### src/rtl/trng_harvest_ctrl.sv
// Ring-oscillator entropy harvester: warmup, sampling, debias, byte packing, repetition health test.
// Optional TRNG_VN_DEBIAS_EN enables the von Neumann pair debiaser; otherwise samples shift in directly.
module trng_harvest_ctrl #(
  parameter int NUM_RO     = 4,
  parameter int SAMPLE_DIV = 16,
  parameter int WARMUP_CYC = 64,
  parameter int REP_LIMIT  = 32
) (
  input  logic              clk,
  input  logic              rst,
  input  logic              enable,
  input  logic              clear_fail,
  output logic [NUM_RO-1:0] ro_en,
  input  logic [NUM_RO-1:0] ro_raw,
  output logic [7:0]        byte_out,
  output logic              byte_valid,
  input  logic              byte_ready,
  output logic              health_fail,
  output logic              busy
);

  localparam int DIV_W  = (SAMPLE_DIV > 1) ? $clog2(SAMPLE_DIV) : 1;
  localparam int WARM_W = $clog2(WARMUP_CYC + 1);

  typedef enum logic [2:0] {S_IDLE, S_WARMUP, S_COLLECT, S_HOLD, S_FAIL} state_t;

  state_t              r_state;
  state_t              w_state_nxt;
  logic [NUM_RO-1:0]   r_sync1;
  logic [NUM_RO-1:0]   r_sync2;
  logic [WARM_W-1:0]   r_warm_cnt;
  logic [DIV_W-1:0]    r_div;
  logic [7:0]          r_rep_cnt;
  logic                r_prev;
  logic [7:0]          r_shift;
  logic [3:0]          r_bit_cnt;
  logic                w_sample;
  logic                w_tick;
  logic [7:0]          w_rep_nxt;
  logic                w_trip;
  logic                w_bit_acc;
  logic                w_bit_val;
  logic                w_byte_done;
  logic                w_drop_byte;

  assign w_sample  = ^r_sync2;
  assign w_tick    = (r_state == S_COLLECT) && (r_div == DIV_W'(SAMPLE_DIV - 1));
  // rep_cnt == 0 marks the first sample since entering COLLECT from warmup
  assign w_rep_nxt = ((r_rep_cnt == 8'd0) || (w_sample != r_prev)) ? 8'd1 : r_rep_cnt + 8'd1;
  assign w_trip    = w_tick && (w_rep_nxt == 8'(REP_LIMIT));

`ifdef TRNG_VN_DEBIAS_EN
  logic r_pair_vld;
  logic r_pair_bit;

  assign w_bit_acc = w_tick && !w_trip && r_pair_vld && (r_pair_bit != w_sample);
  assign w_bit_val = r_pair_bit;
`else
  assign w_bit_acc = w_tick && !w_trip;
  assign w_bit_val = w_sample;
`endif

  assign w_byte_done = w_bit_acc && (r_bit_cnt == 4'd7);
  assign w_drop_byte = (w_state_nxt == S_IDLE) || (w_state_nxt == S_WARMUP) ||
                       (w_state_nxt == S_FAIL) ||
                       ((r_state == S_HOLD) && (w_state_nxt == S_COLLECT));

  always_comb begin
    w_state_nxt = r_state;
    case (r_state)
      S_IDLE:    if (enable) w_state_nxt = S_WARMUP;
      S_WARMUP: begin
        if (!enable)                 w_state_nxt = S_IDLE;
        else if (r_warm_cnt == '0)   w_state_nxt = S_COLLECT;
      end
      S_COLLECT: begin
        if (w_trip)                  w_state_nxt = S_FAIL;
        else if (!enable)            w_state_nxt = S_IDLE;
        else if (w_byte_done)        w_state_nxt = S_HOLD;
      end
      S_HOLD:    if (byte_ready) w_state_nxt = enable ? S_COLLECT : S_IDLE;
      S_FAIL:    if (clear_fail) w_state_nxt = S_IDLE;
      default:   w_state_nxt = S_IDLE;
    endcase
  end

  always_comb begin
    ro_en       = '0;
    byte_valid  = 1'b0;
    health_fail = 1'b0;
    busy        = (r_state != S_IDLE);
    byte_out    = r_shift;
    if ((r_state == S_WARMUP) || (r_state == S_COLLECT) || (r_state == S_HOLD)) ro_en = '1;
    if (r_state == S_HOLD) byte_valid = 1'b1;
    if (r_state == S_FAIL) health_fail = 1'b1;
  end

  always_ff @(posedge clk or posedge rst) begin
    if (rst) begin
      r_state    <= S_IDLE;
      r_sync1    <= '0;
      r_sync2    <= '0;
      r_warm_cnt <= '0;
      r_div      <= '0;
      r_rep_cnt  <= 8'd0;
      r_prev     <= 1'b0;
      r_shift    <= 8'd0;
      r_bit_cnt  <= 4'd0;
    end else begin
      r_state <= w_state_nxt;
      r_sync1 <= ro_raw;
      r_sync2 <= r_sync1;

      if (r_state != S_WARMUP)    r_warm_cnt <= WARM_W'(WARMUP_CYC - 1);
      else if (r_warm_cnt != '0)  r_warm_cnt <= r_warm_cnt - WARM_W'(1);

      if (r_state != S_COLLECT)   r_div <= '0;
      else if (w_tick)            r_div <= '0;
      else                        r_div <= r_div + DIV_W'(1);

      if (w_tick) begin
        r_rep_cnt <= w_rep_nxt;
        r_prev    <= w_sample;
      end else if ((r_state != S_COLLECT) && (r_state != S_HOLD)) begin
        r_rep_cnt <= 8'd0;
      end

      if (w_drop_byte) begin
        r_shift   <= 8'd0;
        r_bit_cnt <= 4'd0;
      end else if (w_bit_acc) begin
        r_shift   <= {r_shift[6:0], w_bit_val};
        r_bit_cnt <= r_bit_cnt + 4'd1;
      end
    end
  end

`ifdef TRNG_VN_DEBIAS_EN
  always_ff @(posedge clk or posedge rst) begin
    if (rst) begin
      r_pair_vld <= 1'b0;
      r_pair_bit <= 1'b0;
    end else if (w_drop_byte) begin
      r_pair_vld <= 1'b0;
      r_pair_bit <= 1'b0;
    end else if (w_tick && !w_trip) begin
      r_pair_vld <= !r_pair_vld;
      r_pair_bit <= w_sample;
    end
  end
`endif

endmodule
### config.mk
export PLATFORM = sky130hd
export DESIGN_NAME = trng_harvest_ctrl
export DESIGN_NICKNAME = d
export VERILOG_FILES = /design/src/rtl/trng_harvest_ctrl.sv
export SDC_FILE = /design/constraint.sdc
export NUM_CORES = 1
export LEC_CHECK = 0
export ABC_CLOCK_PERIOD_IN_PS = 2000
export CAP_MARGIN = 25
export CORE_MARGIN = 3
export CORE_UTILIZATION = 50
export DETAILED_ROUTE_END_ITERATION = 7
export PLACE_DENSITY = 0.75
export SYNTH_ARGS = -nofsm -noshare
export SYNTH_HDL_FRONTEND = slang
export SYNTH_SLANG_ARGS = --single-unit
### constraint.sdc
create_clock -name clk -period 2 [get_ports clk]
set_input_delay 0.5 -clock clk [delete_from_list [all_inputs] [get_ports clk]]
set_output_delay 0.5 -clock clk [all_outputs]
set_load 0.005 [all_outputs]
## Word level (Yosys, flattened, before mapping)

Cells that the tools add are included.

| word-level totals | value |
|---|---|
| input port bits | 9 |
| flip-flop bits (word level) | 43 |
| output and inout port bits | 15 |
| word-level logic and storage cells | 74 |

| operators by class | value |
|---|---|
| mux-type cells | 24 |
| $add $sub $neg | 4 |
| reduce and logical (&&, ||, !) cells | 23 |
| eq/ne operators | 14 |

Operators by type and width:

| cell | count |
|---|---|
| $mux W8 | 5 |
| $mux W3 | 8 |
| $mux W4 | 5 |
| $pmux W3 S5 | 1 |
| $mux W7 | 2 |
| $eq A3 B2 Y1 const B | 3 |
| $add A4 B1 Y4 const B | 2 |
| $add A8 B1 Y8 const B | 1 |
| $eq A8 B6 Y1 const B | 1 |
| $logic_not A8 Y1 | 1 |
| $logic_not A7 Y1 | 1 |
| $reduce_bool A7 Y1 | 1 |
| $sub A7 B1 Y7 const B | 1 |
| $eq A3 B1 Y1 const B | 2 |
| $eq A3 B3 Y1 const B | 2 |
| $logic_and A1 B1 Y1 | 6 |
| $logic_not A3 Y1 | 2 |
| $logic_or A1 B1 Y1 | 6 |
| $ne A3 B2 Y1 const B | 2 |
| $reduce_bool A2 Y1 | 3 |
| $eq A4 B3 Y1 const B | 1 |
| $eq A4 B4 Y1 const B | 1 |
| $reduce_xor A4 Y1 | 1 |
| $ne A3 B1 Y1 const B | 1 |
| other kinds (5) | 6 |

## Logic depth before layout (Yosys ltp)

Gate-level depths: netlist of the first run.

| logic depth | value |
|---|---|
| depth in word-level cells | 18 |
| mapped depth | 9 |
| gate-level depth less buffers | 8 |

## Worst setup path after synthesis of the first run

No wires, ideal clock.

| timing | value |
|---|---|
| kind | reg2reg |
| start | reg r_sync2[3] |
| end | reg r_shift[1], in the netlist byte_out[1] |
| buffers on the path | 1 |
| period minus slack after synthesis | 2.103 ns |
| path slack | -0.103 ns |
| library setup time | 0.118 ns |
| stages on the path, launching flop included | 8 |
| arrival | 1.984 ns |
| cells stage by stage | dfrtp_1 xnor2_1 xor3_1 or3_4 nor3_4 a2bb2oi_2 buf_6 nor2_1 |

| between the ends | value |
|---|---|
| longest elaborated chain between the ends | 18 |

Ends and longest elaborated chain:

| element | RTL line | text |
|---|---|---|
| from (decl) | 30 | `logic [NUM_RO-1:0] r_sync2;` |
| from (signal assigned) | 112 | `r_sync2 <= r_sync1;` |
| $reduce_xor A4 Y1 * | 46 | `assign w_sample = ^r_sync2;` |
| $ne A1 B1 Y1 * | 49 | `assign w_rep_nxt = ((r_rep_cnt == 8'd0) \|\| (w_sample != r_prev)) ? 8'd1 : r_rep_cnt + 8'd1;` |
| $logic_or A1 B1 Y1 * | 49 |  |
| $mux W8 * | 49 |  |
| $eq A8 B6 Y1 * | 50 | `assign w_trip = w_tick && (w_rep_nxt == 8'(REP_LIMIT));` |
| $logic_and A1 B1 Y1 * | 50 |  |
| $logic_not A1 Y1 | 59 | `assign w_bit_acc = w_tick && !w_trip;` |
| $logic_and A1 B1 Y1 | 59 |  |
| $logic_and A1 B1 Y1 | 63 | `assign w_byte_done = w_bit_acc && (r_bit_cnt == 4'd7);` |
| $mux W3 | 79 | `else if (w_byte_done) w_state_nxt = S_HOLD;` |
| $mux W3 | 78 | `else if (!enable) w_state_nxt = S_IDLE;` |
| $mux W3 | 77 | `if (w_trip) w_state_nxt = S_FAIL;` |
| $pmux W3 S5 | 70 | `case (r_state)` |
| $eq A3 B1 Y1 or $logic_not A3 Y1 (tied branches) | 64 | `assign w_drop_byte = (w_state_nxt == S_IDLE) \|\| (w_state_nxt == S_WARMUP) \|\|` |
| $logic_or A1 B1 Y1 (2 in a row) | 64 |  |
| $logic_or A1 B1 Y1 | 65 | `(w_state_nxt == S_FAIL) \|\|` |
| $mux W8 or $reduce_bool A2 Y1 (tied branches) | - |  |
| to (signal assigned) | 132 | `r_shift <= {r_shift[6:0], w_bit_val};` |
| to (decl) | 35 | `logic [7:0] r_shift;` |

Mark *: on every way between the ends. The rest lies on a longest branch, timed or not.
A chain may end at the register's enable or synchronous reset.

## Final worst setup path of the first run

| timing | value |
|---|---|
| start | reg r_rep_cnt[0] |
| end | reg r_shift[5], in the netlist byte_out[5] |

| between the ends | value |
|---|---|
| longest elaborated chain between the ends | 17 |

Ends and longest elaborated chain:

| element | RTL line | text |
|---|---|---|
| from (decl) | 33 | `logic [7:0] r_rep_cnt;` |
| from (signal assigned) | 122 | `r_rep_cnt <= w_rep_nxt;` |
| parallel branches: the longest is 2 deep, another holds $add A8 B1 Y8 | - |  |
| $mux W8 * | 49 |  |
| $eq A8 B6 Y1 * | 50 |  |
| $logic_and A1 B1 Y1 * | 50 |  |
| $logic_not A1 Y1 | 59 |  |
| $logic_and A1 B1 Y1 | 59 |  |
| $logic_and A1 B1 Y1 | 63 |  |
| $mux W3 | 79 |  |
| $mux W3 | 78 |  |
| $mux W3 | 77 |  |
| $pmux W3 S5 | 70 |  |
| $eq A3 B1 Y1 or $logic_not A3 Y1 (tied branches) | 64 |  |
| $logic_or A1 B1 Y1 (2 in a row) | 64 |  |
| $logic_or A1 B1 Y1 | 65 |  |
| $mux W8 or $reduce_bool A2 Y1 (tied branches) | - |  |

Every way passes the cells marked *.

==> reports/summary.txt, run 1 <==
Clk buf depth: 2
Number of remaining DRC errors: 0
DR vias/cell: 5.47
Vias: 1771
Delay of the slowest critical-path stage: 0.39 ns
CP max stage cell: dfrtp_1
Fin util: 0.738
Hold depth: 0
Post-Route WL: 4830 um
Leakage power: 1.40 nW
Yosys warns: 0
Critical path arrival: 2.36 ns
Total Power: 1.57 mW
DP Cell Count: 307
Core area: 4090 um2
Clk_lat worst skew: 0.30 ns
Violated checks: setup timing
WS Path Type: reg2reg
Critical Path Start Type: flip-flop
Multi-input logic area: 1160 um2
Yosys cell types: 47
First-pass GRT wire length: 7900 um
Largest net degree at the start of global routing: 44
Area Growth Syn to Fin: 40.3%
Total CTS buffers: 5
Asr flop ratio synth: 1.00
Per-cell routed wire length: 14.9 um
Hold path startpoint: r_sync1[3]
Post-DRT Antenna Nets: 0
Crit Reg-Reg Startpoint: r_rep_cnt[0]
RSZ-0062 raised after global routing: yes
#FFs+latches synth: 43
Worst Hold Class: reg2reg
Main combinational cell family by area after synthesis: simple AND/OR/NAND/NOR gates
Mux cell area share after synthesis: 0.0373
Commonest cells after routing, fill and taps aside: dfrtp_1 (40), buf_4 (38), nand2_1 (23)
Maximum VDD drop: 0.000534 V
Compound-Gate Fraction of Synth Area: 0.122
Vias in the first global route: 1743
Xor/xnor share of the synthesized area: 0.0559
Area share of the largest cell type after synthesis: 0.501
Crit path max fanout: 4
Row cnt: 23
RD Place Congestion: 0.811
Initial antenna violation count: 0
Mapped Cells: 211
Initial Utilization: 0.526
Fin nets: 287
Htree depth: 2
Drt pass-1 iters: 4
Period utilisation layout: 1.09
Crit path capture type: flip-flop
ANT cells: 0
Die span in y: 71.6 um
CTS tree: yes
Gr usage total: 0.198
Root Buffer Master: clkbuf_8
Max-cap violations: 0
Die ar.: 5120 um2
Mapped cell area: 2150 um2
Slew headroom: 0.782
Initial drt markers: 66
Hold buffer count at CTS: 0
Seq/Total Area, Yosys: 0.501
FMAX: 460 MHz
Reg2reg path depth: 10
GRT Residual Overflow: 0
Endpoints failing hold: 0
Period minus WS final: 2.17 ns
Register area: 1080 um2
Hold EP: r_sync2[3]
R2r endpoint: byte_out[5]
Pwr per Cell Area: 521 nW/um2
Primary FF master, synth: dfrtp_1
Simple-gate share of the synthesized area: 0.206
Clock sinks: 43
Setup ws final: -0.173 ns
Status: finished, violations left
Post-synthesis adder-cell area fraction: 0.0291
Port-buffer cells: 23
Syn_area_per_cell: 10.2 um2
Critical-path cell list: buf_4, ha_1, buf_4, nor2_1, o32ai_4, buf_4, nor3_4, a2bb2oi_4, buf_4, nor2_1
Syn_nets: 225
Finished Layout Cells: 324
Endpoints failing setup: 13
Layout cell share with drive strength beyond 1: 0.325
Worst endpoint required time: 2.19 ns
Reg clk slew, reported paths: 0.08 ns
Top post-synthesis cells by area: dfrtp_1 (50%), nand2_1 (4.4%), nor2_1 (3.8%)
Die X-Extent: 71.6 um
Crit path top cell by count: buf_4
Layout fillers: 275
Max Transition Viols Final: 0
Post-DP HPWL: 3130 um
Io pins: 24
Worst Tran Pin Value: 0.324 ns
Post-synth EDFFs: 0
Setup Skew: 0.00968 ns
Yosys top cell by area: dfrtp_1
Most common cell after layout, fill and taps aside: dfrtp_1
Reg2reg setup slack: -0.17 ns
==> stage by stage <==
step / setup TNS (ns) / setup WS [ns] / hold WS [ns] / cell area [um2]
final: -1.92 / -0.173 / 0.356 / 3010
after global routing: -3.36 / -0.254 / 0.365 / 3010
after CTS: -1.61 / -0.137 / 0.356 / 2850
after detailed placement: -1.95 / -0.185 / 0.337 / 2690
after global placement: -0.837 / -0.112 / 0.332 / 2690
after floorplan: -0.289 / -0.0314 / 0.331 / 2180
==> report_power, final <==
part | switching (mW) | total (mW) | internal [mW] | leakage [nW]
logic | 0.0614 | 0.134 | 0.0729 | 0.808
clock network | 0.300 | 0.544 | 0.244 | 0.0412
registers | 0.00956 | 0.893 | 0.883 | 0.548
total | 0.371 | 1.57 | 1.20 | 1.40
==> worst max-delay path: cells and delay by family, from the launching register on <==
kind,cells,cell delay (ns)
adders and majority gates,1,0.22
buffers and inverters,4,0.61
and+or+nand+nor,3,0.48
AOI/OAI and AO/OA,2,0.36
DFF,1,0.39
==> cell families after synthesis <==
kind of cell,after synthesis
adders and majority gates,5
muxes,8
AOI/OAI and AO/OA,38
xor gates and xnor gates,12
DFF,43
buffers and inverters,20
and+or+nand+nor,85
==> worst max-delay path by stage <==
stage	depth (start not counted)	from	to	slack (ns)
after floorplan	7	r_sync2[0]	byte_out[1]	-0.03
after global placement	8	r_warm_cnt[0]	byte_out[0]	-0.11
after detailed placement	7	r_sync2[0]	byte_out[4]	-0.19
after CTS	7	r_sync2[2]	byte_out[1]	-0.14
after global routing	10	r_rep_cnt[1]	byte_out[5]	-0.25
final	10	r_rep_cnt[0]	byte_out[5]	-0.17
==> sequential cells by signal (all words and copies together), names as in the netlist <==
signal / cells
byte_out: 8
r_rep_cnt: 8
r_warm_cnt: 7
r_bit_cnt: 4
r_div: 4
r_sync1: 4
r_sync2: 4
r_state: 3
r_prev: 1
==> synth_stat cells (all sizes together) (2+ instances only) <==
cell	instances
buf	7
or4	3
nand3	6
mux2i	8
inv	9
a31oi	4
clkbuf	4
nor4	3
xnor2	6
a31o	2
o21ai	14
a21oi	4
and3	2
dfrtp	43
nor2b	4
xor2	5
a21o	2
nand2	25
nand2b	3
nor3	7
or3	5
ha	5
nor2	22
==> final cells by class <==
| cell class | count | share of cell area |
|---|---|---|
| clock buffer | 6 | 0.0241 |
| clock inverter | 2 | 0.00415 |
| inverter | 9 | 0.0112 |
| sequential | 43 | 0.358 |
| tap | 50 | 0.0208 |
| multi-input combinational | 148 | 0.386 |
| timing repair buffer | 66 | 0.196 |
==> what timing repair did <==
action                     in CTS  in global routing
resized for setup               9                 37
setup buffers                   5                  4
setup endpoints to repair      21                 30
hold endpoints to repair        0                  0
cloned                          0                  1
pin swaps                       6                  6
==> routing by layer <==
metal	global-route usage	vias up	share of wire
met1	0.250	879	0.43
met3	0.0435	6	0.037
li1	-	852	-
met4	0.0752	0	0.014
met2	0.332	34	0.52
met5	0	-	0
Power figures use the tool's default switching activity.
==> run 2: changes to the inputs <==
Settings changed: SKIP_LAST_GASP from default to 1.
==> run 2 against run 1 <==
Effect of this change:
- setup slack worse by 0.0068 ns
- final cell count unchanged
- the run still ends with setup timing left
- maximum frequency down 0.31%
- clock power barely moved
- worst hold slack about the same
==> reports/summary.txt, run 2 (synthesis results as in run 1) <==
Worst Hold Class: reg2reg
Reg2reg path depth: 10 (unchanged)
Largest net degree at the start of global routing: 44 (unchanged)
Die span in y: 71.6 um (unchanged)
CP top delay family: buffers and inverters
Critical Path End: byte_out[5]
Initial drt markers: 75 (+14%)
Max-cap violations: 0 (unchanged)
Initial Utilization: 0.526 (unchanged)
RD Place Congestion: 0.811 (unchanged)
First-pass GRT wire length: 7900 um (unchanged)
Area Growth Syn to Fin: 39.3%
Maximum VDD drop: 0.000534 V (about the same)
Root Buffer Master: clkbuf_8
Initial antenna violation count: 0 (unchanged)
Hold buffer count at CTS: 0 (unchanged)
Die ar.: 5120 um2 (unchanged)
Crit Reg-Reg Startpoint: r_rep_cnt[0]
CTS tree: yes
Critical-path cell list: buf_4, ha_1, buf_4, nor2_1, o32ai_4, buf_4, nor3_4, a2bb2oi_4, buf_4, nor2_1
Setup ws final: -0.180 ns (-0.00683 ns)
Crit path top cell by count: buf_4
Clk_lat worst skew: 0.30 ns (about the same)
Layout cell share with drive strength beyond 1: 0.318 (-0.00730)
Die X-Extent: 71.6 um (unchanged)
Post-Route WL: 4810 um (-0.41%)
Period minus WS final: 2.18 ns (+0.00683 ns)
Drt pass-1 iters: 4 (unchanged)
Critical Path Start Type: flip-flop
Gr usage total: 0.198 (unchanged)
Start point of the critical path: r_rep_cnt[0]
Pwr per Cell Area: 524 nW/um2 (+0.50%)
Crit path capture type: flip-flop
Worst endpoint required time: 2.19 ns (about the same)
Setup Skew: 0.00989 ns (+0.000211 ns)
Reg2reg setup slack: -0.18 ns (about the same)
Vias in the first global route: 1743 (unchanged)
Post-DRT Antenna Nets: 0 (unchanged)
FMAX: 459 MHz (-0.31%)
Per-cell routed wire length: 14.8 um (-0.41%)
RSZ-0062 raised after global routing: yes
Total CTS buffers: 5 (unchanged)
Io pins: 24 (unchanged)
R2r endpoint: byte_out[5]
Row cnt: 23 (unchanged)
Core area: 4090 um2 (unchanged)
Clock sinks: 43 (unchanged)
Total Power: 1.57 mW (-0.21%)
Htree depth: 2 (unchanged)
WS Path Type: reg2reg
Commonest cells after routing, fill and taps aside: dfrtp_1 (40), buf_4 (39), nand2_1 (23)
Slew headroom: 0.782 (about the same)
GRT Residual Overflow: 0 (unchanged)
Period utilisation layout: 1.09 (+0.00342)
Clk buf depth: 2 (unchanged)
CP max stage cell: dfrtp_1
Violated checks: setup timing
ANT cells: 0 (unchanged)
Final Hold Slack: 0.356 ns (-0.0000410 ns)
Cell count along the critical path: 10 (unchanged)
Delay of the slowest critical-path stage: 0.39 ns (about the same)
Endpoints failing setup: 13 (unchanged)
Post-DP HPWL: 3130 um (unchanged)
Worst Tran Pin Value: 0.324 ns (+0.0000868 ns)
Most common cell after layout, fill and taps aside: dfrtp_1
Max Transition Viols Final: 0 (unchanged)
Fin nets: 287 (unchanged)
Status: finished, violations left
Critical path arrival: 2.37 ns (about the same)
Reg clk slew, reported paths: 0.08 ns (about the same)
DR vias/cell: 5.42 (-0.79%)
Crit path max fanout: 4 (unchanged)
Worst Path Buf+Inv: 4 (unchanged)
Leakage power: 1.40 nW (+0.11%)
Vias: 1757 (-0.79%)
Number of remaining DRC errors: 0 (unchanged)
Port-buffer cells: 23 (unchanged)
Endpoints failing hold: 0 (unchanged)
Layout fillers: 281 (+2.2%)
-- run 2: cell counts in the layout (fill, tap and decap cells not counted) --
No cell type changed its count.
-- run 2: layout make-up --
type / count / area (um2) / share of cell area
clock buffers: 6 / 72.6 / 0.0242
clock inverters: 2 / 12.5 / 0.00418
inverters: 9 / 33.8 / 0.0113
multi-input cells: 148 / 1140 / 0.383
flip-flops and latches: 43 / 1080 / 0.361
well taps: 50 / 62.6 / 0.0209
repair buffers: 66 / 587 / 0.196
-- run 2: worst register-to-register path, cell delays in order, from the launching register on --
cell and delay [ns]:
dfrtp_1 0.39, buf_4 0.14, ha_1 0.22, buf_4 0.15
nor2_1 0.19, o32ai_4 0.14, buf_4 0.17, nor3_4 0.25
a2bb2oi_4 0.22, buf_4 0.16, nor2_1 0.04
-- run 2: worst min path at each step --
stage,slack [ns],depth (start not counted),from,end
floorplan,0.33,0,r_sync1[0],r_sync2[0]
global placement,0.33,0,r_sync1[2],r_sync2[2]
detailed placement,0.34,0,r_sync1[1],r_sync2[1]
CTS,0.36,0,r_sync1[1],r_sync2[1]
global route,0.36,0,r_sync1[2],r_sync2[2]
finish,0.36,0,r_sync1[3],r_sync2[3]
-- run 2: through the flow --
step | std cells | area (um2) | setup slack [ns] | TNS, ns | utilization
2_1_floorplan | 211 | 2180 | -0.0314 | -0.289 | -
3_3_place_gp | 307 | 2690 | -0.112 | -0.837 | 0.657
3_5_place_dp | 307 | 2690 | -0.185 | -1.95 | 0.657
4_1_cts | 320 | 2850 | -0.137 | -1.61 | 0.697
5_1_grt | 324 | 2990 | -0.253 | -3.41 | 0.732
6_report | 324 | 2990 | -0.180 | -1.99 | 0.732
-- run 2: routing by layer --
metal | GRT usage | part of all wire
met5 | 0 | 0
met4 | 0.0752 | 0.014
met3 | 0.0435 | 0.038
met2 | 0.332 | 0.52
met1 | 0.250 | 0.43
-- run 2: where the power goes --
| part | internal, mW | switching [mW] |
|---|---|---|
| Sequential | 0.883 | 0.00937 |
| Clock | 0.244 | 0.301 |
| Combinational | 0.0713 | 0.0594 |
-- run 2: what timing repair did --
| action | CTS | global route |
|---|---|---|
| gates cloned | 0 | 1 |
| gates resized for setup | 9 | 33 |
| pin swaps | 6 | 6 |
| setup endpoints to repair | 21 | 30 |
| buffers inserted | 5 | 4 |
